[src/rtl/bidir_sipo_receiver.sv]
// Serial-in/parallel-out receiver for the bidirectional shift-register link.
// Reassembles WIDTH-bit words MSB-first or LSB-first into a one-entry handshake buffer.
module bidir_sipo_receiver #(
    parameter int WIDTH = 4,
    parameter int CNT_W = $clog2(WIDTH + 1)
) (
    input  logic             clk,
    input  logic             rst,
    input  logic             ser_valid,
    input  logic             ser_in,
    input  logic             shift_dir,
    input  logic             frame_abort,
    input  logic             out_ready,
    output logic [WIDTH-1:0] data_out,
    output logic             out_valid,
    output logic             busy,
    output logic [CNT_W-1:0] bit_count,
    output logic             overrun,
    input  logic             ovr_clr
);

    typedef enum logic {IDLE, RECV} state_t;

    state_t           state;
    logic [WIDTH-1:0] sr;
    logic             dir_q;

    logic             frame_start;
    logic             eff_dir;
    logic [WIDTH-1:0] base;
    logic [WIDTH-1:0] shifted;
    logic [CNT_W-1:0] cnt_base;
    logic             complete;

    // An abort on the same cycle as a valid bit restarts the frame with that bit.
    always_comb begin
        frame_start = (state == IDLE) || frame_abort;
        eff_dir     = frame_start ? shift_dir : dir_q;
        base        = frame_start ? '0 : sr;
        cnt_base    = frame_start ? '0 : bit_count;
        shifted     = eff_dir ? {ser_in, base[WIDTH-1:1]} : {base[WIDTH-2:0], ser_in};
        complete    = ser_valid && (cnt_base == CNT_W'(WIDTH - 1));
    end

    always_ff @(posedge clk) begin
        if (!rst) begin
            state     <= IDLE;
            sr        <= '0;
            dir_q     <= 1'b0;
            bit_count <= '0;
            data_out  <= '0;
            out_valid <= 1'b0;
            overrun   <= 1'b0;
        end else begin
            if (ser_valid) begin
                dir_q <= eff_dir;
                if (complete) begin
                    sr        <= '0;
                    bit_count <= '0;
                    state     <= IDLE;
                end else begin
                    sr        <= shifted;
                    bit_count <= cnt_base + CNT_W'(1);
                    state     <= RECV;
                end
            end else if (frame_abort) begin
                sr        <= '0;
                bit_count <= '0;
                state     <= IDLE;
            end

            // A full buffer with no consumer drops the new word and flags it.
            if (complete && (!out_valid || out_ready)) begin
                data_out  <= shifted;
                out_valid <= 1'b1;
            end else if (out_valid && out_ready) begin
                out_valid <= 1'b0;
            end

            if (complete && out_valid && !out_ready) begin
                overrun <= 1'b1;
            end else if (ovr_clr) begin
                overrun <= 1'b0;
            end
        end
    end

    assign busy = (state == RECV);

endmodule
[config.mk]
export PLATFORM = sky130hd
export DESIGN_NAME = bidir_sipo_receiver
export DESIGN_NICKNAME = d
export VERILOG_FILES = /design/src/rtl/bidir_sipo_receiver.sv
export SDC_FILE = /design/constraint.sdc
export NUM_CORES = 1
export LEC_CHECK = 0
export ABC_CLOCK_PERIOD_IN_PS = 1500
export CAP_MARGIN = 20
export CORE_ASPECT_RATIO = 1.2
export CORE_MARGIN = 4
export CORE_UTILIZATION = 41
export CTS_CLUSTER_DIAMETER = 120
export DETAILED_ROUTE_END_ITERATION = 16
export GPL_ROUTABILITY_DRIVEN = 0
export PLACE_DENSITY = 0.78
export SETUP_SLACK_MARGIN = 0.15
export SLEW_MARGIN = 10
export SYNTH_ARGS = -nofsm -noshare
export SYNTH_HDL_FRONTEND = slang
export SYNTH_SLANG_ARGS = --single-unit
[constraint.sdc]
create_clock -name clk -period 1.5 [get_ports clk]
set_input_delay 0.15 -clock clk [delete_from_list [all_inputs] [get_ports clk]]
set_output_delay 0.15 -clock clk [all_outputs]
set_load 0.005 [all_outputs]
Word-level counts from Yosys, hierarchy flattened

Cells that the tools add are included.

Bits in writable memories: 0
ROM bits: 0
Bits in latches: 0
Memories: 0
Logic and storage cells: 39
Register bits after elaboration: 15

Shifts and indexed selects: 0
Equal/unequal tests: 1
Reduce and logical (&&, ||, !) cells: 12
$add $sub $neg: 1
Div/mod/pow operators: 0
Multipliers: 0
Multiplexer cells: 17
$lt $le $gt $ge: 0
Bitwise operators: 1

Operators with widths:

| operator              | count |
|---|---|
| $mux W4               | 5 |
| $mux W3               | 4 |
| $mux W1               | 8 |
| $reduce_bool A2 Y1    | 3 |
| $logic_and A1 B1 Y1   | 5 |
| $add A3 B1 Y3 const B | 1 |
| $eq A3 B2 Y1 const B  | 1 |
| $logic_not A1 Y1      | 2 |
| $logic_or A1 B1 Y1    | 2 |
| $not A1 Y1            | 1 |

Longest topological paths before layout

Word-level depth: 8
Gate-level depth with buffers: 8

Worst setup path before layout

No wires, ideal clock.

Kind: register -> register
Start: register state, in the netlist busy
End: register data_out[1]
Stages on the path, launching flop included: 8
Library setup time: 0.116 ns
Buffers on the path: 0
Data required time: 1.384 ns
Setup slack: -0.196 ns
Data arrival time: 1.580 ns
Clock period less this slack: 1.696 ns
Cell sequence: dfxtp_1 -> nor2b_4 -> and2_2 -> ha_1 -> nand2_1 -> a211oi_4 -> mux2i_1 -> nor2b_1

Longest elaborated chain between the ends: 6

Ends and longest elaborated chain:

| item                     | RTL line | text |
|---|---|---|
| start: declaration       | 24       | `state_t state;` |
| start signal: assignment | 47       | `state <= IDLE;` |
| start signal: assignment | 60       | `state <= IDLE;` |
| start signal: assignment | 64       | `state <= RECV;` |
| $not A1 Y1 *             | 37       | `frame_start = (state == IDLE) \|\| frame_abort;` |
| $logic_or A1 B1 Y1 *     | 37       |  |
| $mux W3                  | 40       | `cnt_base = frame_start ? '0 : bit_count;` |
| $eq A3 B2 Y1             | 42       | `complete = ser_valid && (cnt_base == CNT_W'(WIDTH - 1));` |
| $logic_and A1 B1 Y1      | 42       |  |
| $logic_and A1 B1 Y1      | 73       | `if (complete && (!out_valid \|\| out_ready)) begin` |
| end signal: assignment   | 74       | `data_out <= shifted;` |
| end: declaration         | 14       | `output logic [WIDTH-1:0] data_out,` |

Every way passes the cells marked *; elsewhere a longest branch is shown, timed or not.
A chain may end at the register's enable or synchronous reset.

Worst setup path after layout

Same ends and word-level chain as after synthesis.

==> impl_metrics.xml <==
<?xml version="1.0" encoding="UTF-8"?>
<metrics>
  <group name="power">
    <metric name="power.static_leakage" unit="nW">0.405</metric>
    <metric name="cellPowerDensity" unit="mW/mm^2">702</metric>
    <metric name="power.ir.vdd_worst" unit="mV">0.591</metric>
  </group>
  <group name="cells_and_area">
    <metric name="final_cells" unit="">123</metric>
    <metric name="fin_util" unit="%">65.4</metric>
    <metric name="drive_above_1_share" unit="%">32.4</metric>
    <metric name="final_design_area_no_fill" unit="mm^2">0.00106</metric>
    <metric name="final.fill_count" unit="">132</metric>
    <metric name="syn2layout_area_growth" unit="%">50.7</metric>
    <metric name="final_layout_net_count" unit="">115</metric>
    <metric name="number_of_inserted_diodes" unit="">0</metric>
  </group>
  <group name="synth">
    <metric name="post_synth_inst_count" unit="">76</metric>
    <metric name="yosys_warnings" unit="">0</metric>
    <metric name="synth_fa_ha_area_share" unit="%">1.78</metric>
    <metric name="postSynth.asyncResetShare" unit="%">0</metric>
    <metric name="yosys.area.top_type" unit="">sky130_fd_sc_hd__dfxtp_1</metric>
    <metric name="dominantRegCellSynth" unit="">sky130_fd_sc_hd__dfxtp_1</metric>
    <metric name="synth.top_cells.by_count" unit="">15 x sky130_fd_sc_hd__dfxtp_1, 7 x sky130_fd_sc_hd__nor2b_1, 6 x sky130_fd_sc_hd__mux2i_1, 6 x sky130_fd_sc_hd__nand2_1</metric>
    <metric name="synth.mux.area_fraction" unit="%">8.54</metric>
    <metric name="syn_avg_cell_area" unit="um^2">9.25</metric>
    <metric name="synthDistinctLibCells" unit="">23</metric>
    <metric name="synth_xor_area_share" unit="%">0</metric>
    <metric name="most_numerous_cell_in_the_yosys_netlist" unit="">sky130_fd_sc_hd__dfxtp_1</metric>
    <metric name="synth_compound_gate_area_share" unit="%">22.4</metric>
    <metric name="synth_simple_gate_area_share" unit="%">21.2</metric>
    <metric name="synth-seq-cells" unit="">15</metric>
    <metric name="synth_fp_nets" unit="">85</metric>
    <metric name="synth_edf_count" unit="">0</metric>
    <metric name="synth.yosys.seq_area_share" unit="%">42.7</metric>
    <metric name="synthesis.area" unit="um^2">703</metric>
    <metric name="netlist_top_cells_area" unit="">sky130_fd_sc_hd__dfxtp_1 43%, sky130_fd_sc_hd__mux2i_1 8.5%, sky130_fd_sc_hd__nor2b_1 6.2%</metric>
    <metric name="synth_top_family_by_area" unit="">compound AO/OA/AOI/OAI gates</metric>
    <metric name="synthDominantCellAreaShare" unit="%">42.7</metric>
  </group>
  <group name="sta">
    <metric name="finalWorstPathRequiredPeriod" unit="ns">1.49</metric>
    <metric name="skew" unit="ns">0.00648</metric>
    <metric name="worstMarginPinSlew" unit="ns">0.510</metric>
    <metric name="clock.fmax" unit="MHz">671</metric>
    <metric name="hold_viol_final" unit="">0</metric>
    <metric name="maxSlewViolCount" unit="">0</metric>
    <metric name="worst_slew_margin_rel" unit="%">65.9</metric>
    <metric name="setup_ws" unit="ns">0.00964</metric>
    <metric name="finalSetupViolCount" unit="">0</metric>
    <metric name="grt_setup_unrepaired" unit="">yes</metric>
    <metric name="layout_worst_path_cycle_share" unit="%">99.4</metric>
  </group>
  <group name="worst_setup_path">
    <metric name="cp_cell_sequence" unit="">nor2b_4 -&gt; and2_4 -&gt; ha_4 -&gt; nand2_4 -&gt; a211oi_4 -&gt; mux2i_1 -&gt; nor2b_1</metric>
    <metric name="start_kind" unit="">flip-flop</metric>
    <metric name="critPathBufInv" unit="">0</metric>
    <metric name="r2r_start" unit="">busy</metric>
    <metric name="worst_ep_required_time" unit="ns">1.70</metric>
    <metric name="worstSetupEndpointType" unit="">flip-flop</metric>
    <metric name="critical_path.max_fanout" unit="">5</metric>
    <metric name="critical_path_class" unit="">reg2reg</metric>
    <metric name="critical-path-top-delay-family" unit="">simple AND/OR/NAND/NOR gates</metric>
    <metric name="crit_arrival" unit="ns">1.69</metric>
    <metric name="crit_path_start" unit="">busy</metric>
    <metric name="critical_path.max_stage_delay" unit="ns">0.33</metric>
    <metric name="cp_slowest_cell" unit="">sky130_fd_sc_hd__dfxtp_2</metric>
  </group>
  <group name="routing">
    <metric name="via_count" unit="">643</metric>
    <metric name="dr_wl_met2" unit="um">846</metric>
    <metric name="post-route-drc-count" unit="">0</metric>
    <metric name="post_drt_via_cell_ratio" unit="">5.23</metric>
    <metric name="met3RoutedLength" unit="um">61</metric>
    <metric name="drt_pre_antenna_iters" unit="">2</metric>
    <metric name="totalWireLength" unit="um">1600</metric>
    <metric name="final_antenna_net_count" unit="">0</metric>
    <metric name="avgRoutedWirePerCell" unit="um">13.0</metric>
    <metric name="drt_first_iter_violations" unit="">3</metric>
    <metric name="met1_length" unit="um">650</metric>
    <metric name="top_layer_used" unit="">met4</metric>
  </group>
  <group name="clocking">
    <metric name="tritoncts" unit="">yes</metric>
    <metric name="cts-root-buf" unit="">sky130_fd_sc_hd__clkbuf_4</metric>
    <metric name="cts_hold_repair.buffers" unit="">0</metric>
    <metric name="clk-insertion-delay-late" unit="ns">0.29</metric>
    <metric name="cts_sinks" unit="">15</metric>
    <metric name="cts-root-to-sink-buffers" unit="">2</metric>
    <metric name="total_clock_buffers_created_by_cts" unit="">3</metric>
    <metric name="cts_max_level" unit="">1</metric>
    <metric name="path_clk_slew" unit="ns">0.09</metric>
  </group>
  <group name="placement">
    <metric name="dpl_cells" unit="">115</metric>
    <metric name="hpwlAfterDp" unit="um">1170</metric>
    <metric name="placement.cell_area" unit="um^2">961</metric>
    <metric name="post-place-ws" unit="ns">-0.371</metric>
    <metric name="numPortBuffers" unit="">17</metric>
  </group>
  <group name="global_routing">
    <metric name="grt_pass1_wl" unit="um">2750</metric>
    <metric name="antenna_found_initial" unit="">0</metric>
    <metric name="grt_start_max_net_pins" unit="">17</metric>
    <metric name="global_route.overflow_total" unit="">0</metric>
    <metric name="vias_in_the_first_global_route" unit="">656</metric>
    <metric name="grt_use_total" unit="%">15.7</metric>
  </group>
  <group name="status">
    <metric name="outcome" unit="">completed</metric>
  </group>
  <group name="floorplan">
    <metric name="floorplan.die.width" unit="um">45.8</metric>
    <metric name="placementRows" unit="">16</metric>
    <metric name="coreArea" unit="mm^2">0.00162</metric>
    <metric name="total_die_area" unit="mm^2">0.00244</metric>
    <metric name="die-height" unit="um">53.4</metric>
    <metric name="floorplan.initialDensity" unit="%">43.4</metric>
    <metric name="num_io_pins" unit="">18</metric>
  </group>
  <group name="worst_hold_path">
    <metric name="worst_hold_path_type" unit="">in2reg</metric>
    <metric name="worst_hold_startpoint" unit="">frame_abort</metric>
  </group>
  <group name="job">
    <metric name="timing.max_cap.violations" unit="">0</metric>
  </group>
</metrics>
## logic make-up after synthesis
group,Yosys count
simple gates,27
compound gates,21
flops,15
buf+inv,6
mux,6
fa+ha+maj,1
## worst paths after layout
| check | endpoint | slack [ns] | cells after the start |
|---|---|---|---|
| setup / recovery | data_out[1] | 0.01 | 7 |
| hold / removal | bit_count[2] | 0.32 | 3 |
| setup reg to reg | data_out[1] | 0.01 | 7 |
| hold reg to reg | sr[3] | 0.47 | 2 |
## routing by layer
layer	vias up	GRT usage (%)
met5	-	0
met4	0	8.53
met3	5	2.72
met2	12	27.0
met1	304	17.8
li1	322	-
## layout by cell type (no fill, tap or decap), drive strengths merged, types with 2 or more instances in the layout
master / n
a211oi: 2
a21boi: 2
a21oi: 4
a22oi: 4
a31oi: 2
buf: 11
clkbuf: 3
clkdlybuf4s50: 14
dfxtp: 15
dlygate4sd2: 2
inv: 3
mux2i: 6
nand2: 6
nand2b: 3
nand3: 3
nor2: 5
nor2b: 9
o21ai: 5
## stage by stage
step	hold WS, ns	setup TNS, ns	power (mW)
after floorplan	0.223	-0.189	0.462
after global placement	0.455	-2.53	0.510
after detailed placement	0.466	-2.99	0.512
after CTS	0.330	0	0.745
after global routing	0.351	-0.620	0.771
final	0.324	0	0.744
## worst min-delay path, delay by kind of cell
family / cells / cell delay (ns)
compound gates: 1 / 0.03
buf+inv: 2 / 0.40
## flip-flops by register name, indices dropped and copies added, names as in the netlist
signal	count
bit_count	3
busy	1
overrun	1
dir_q	1
out_valid	1
sr	4
data_out	4
## final cells by class
class	count	area [um^2]	area share (%)
clock buffer	3	22.5	2.13
clock inverter	1	5.00	0.472
inverter	3	11.3	1.06
multi-input combinational	55	434	41.0
sequential	15	308	29.0
tap	18	22.5	2.13
timing repair buffer	28	256	24.2
## power breakdown
group | switching (mW) | internal (mW) | total, mW | leakage, nW
Clock | 0.139 | 0.0994 | 0.238 | 0.0177
Sequential | 0.00657 | 0.404 | 0.411 | 0.124
Combinational | 0.0443 | 0.0508 | 0.0952 | 0.263
## timing repair
action                                  4_1_cts  5_1_grt
setup buffers                                 2        2
endpoints found under the setup margin       13       15
resized for setup                             8       11
pin swaps                                     3        4
Note: power is estimated with default switching activity, not from simulation.
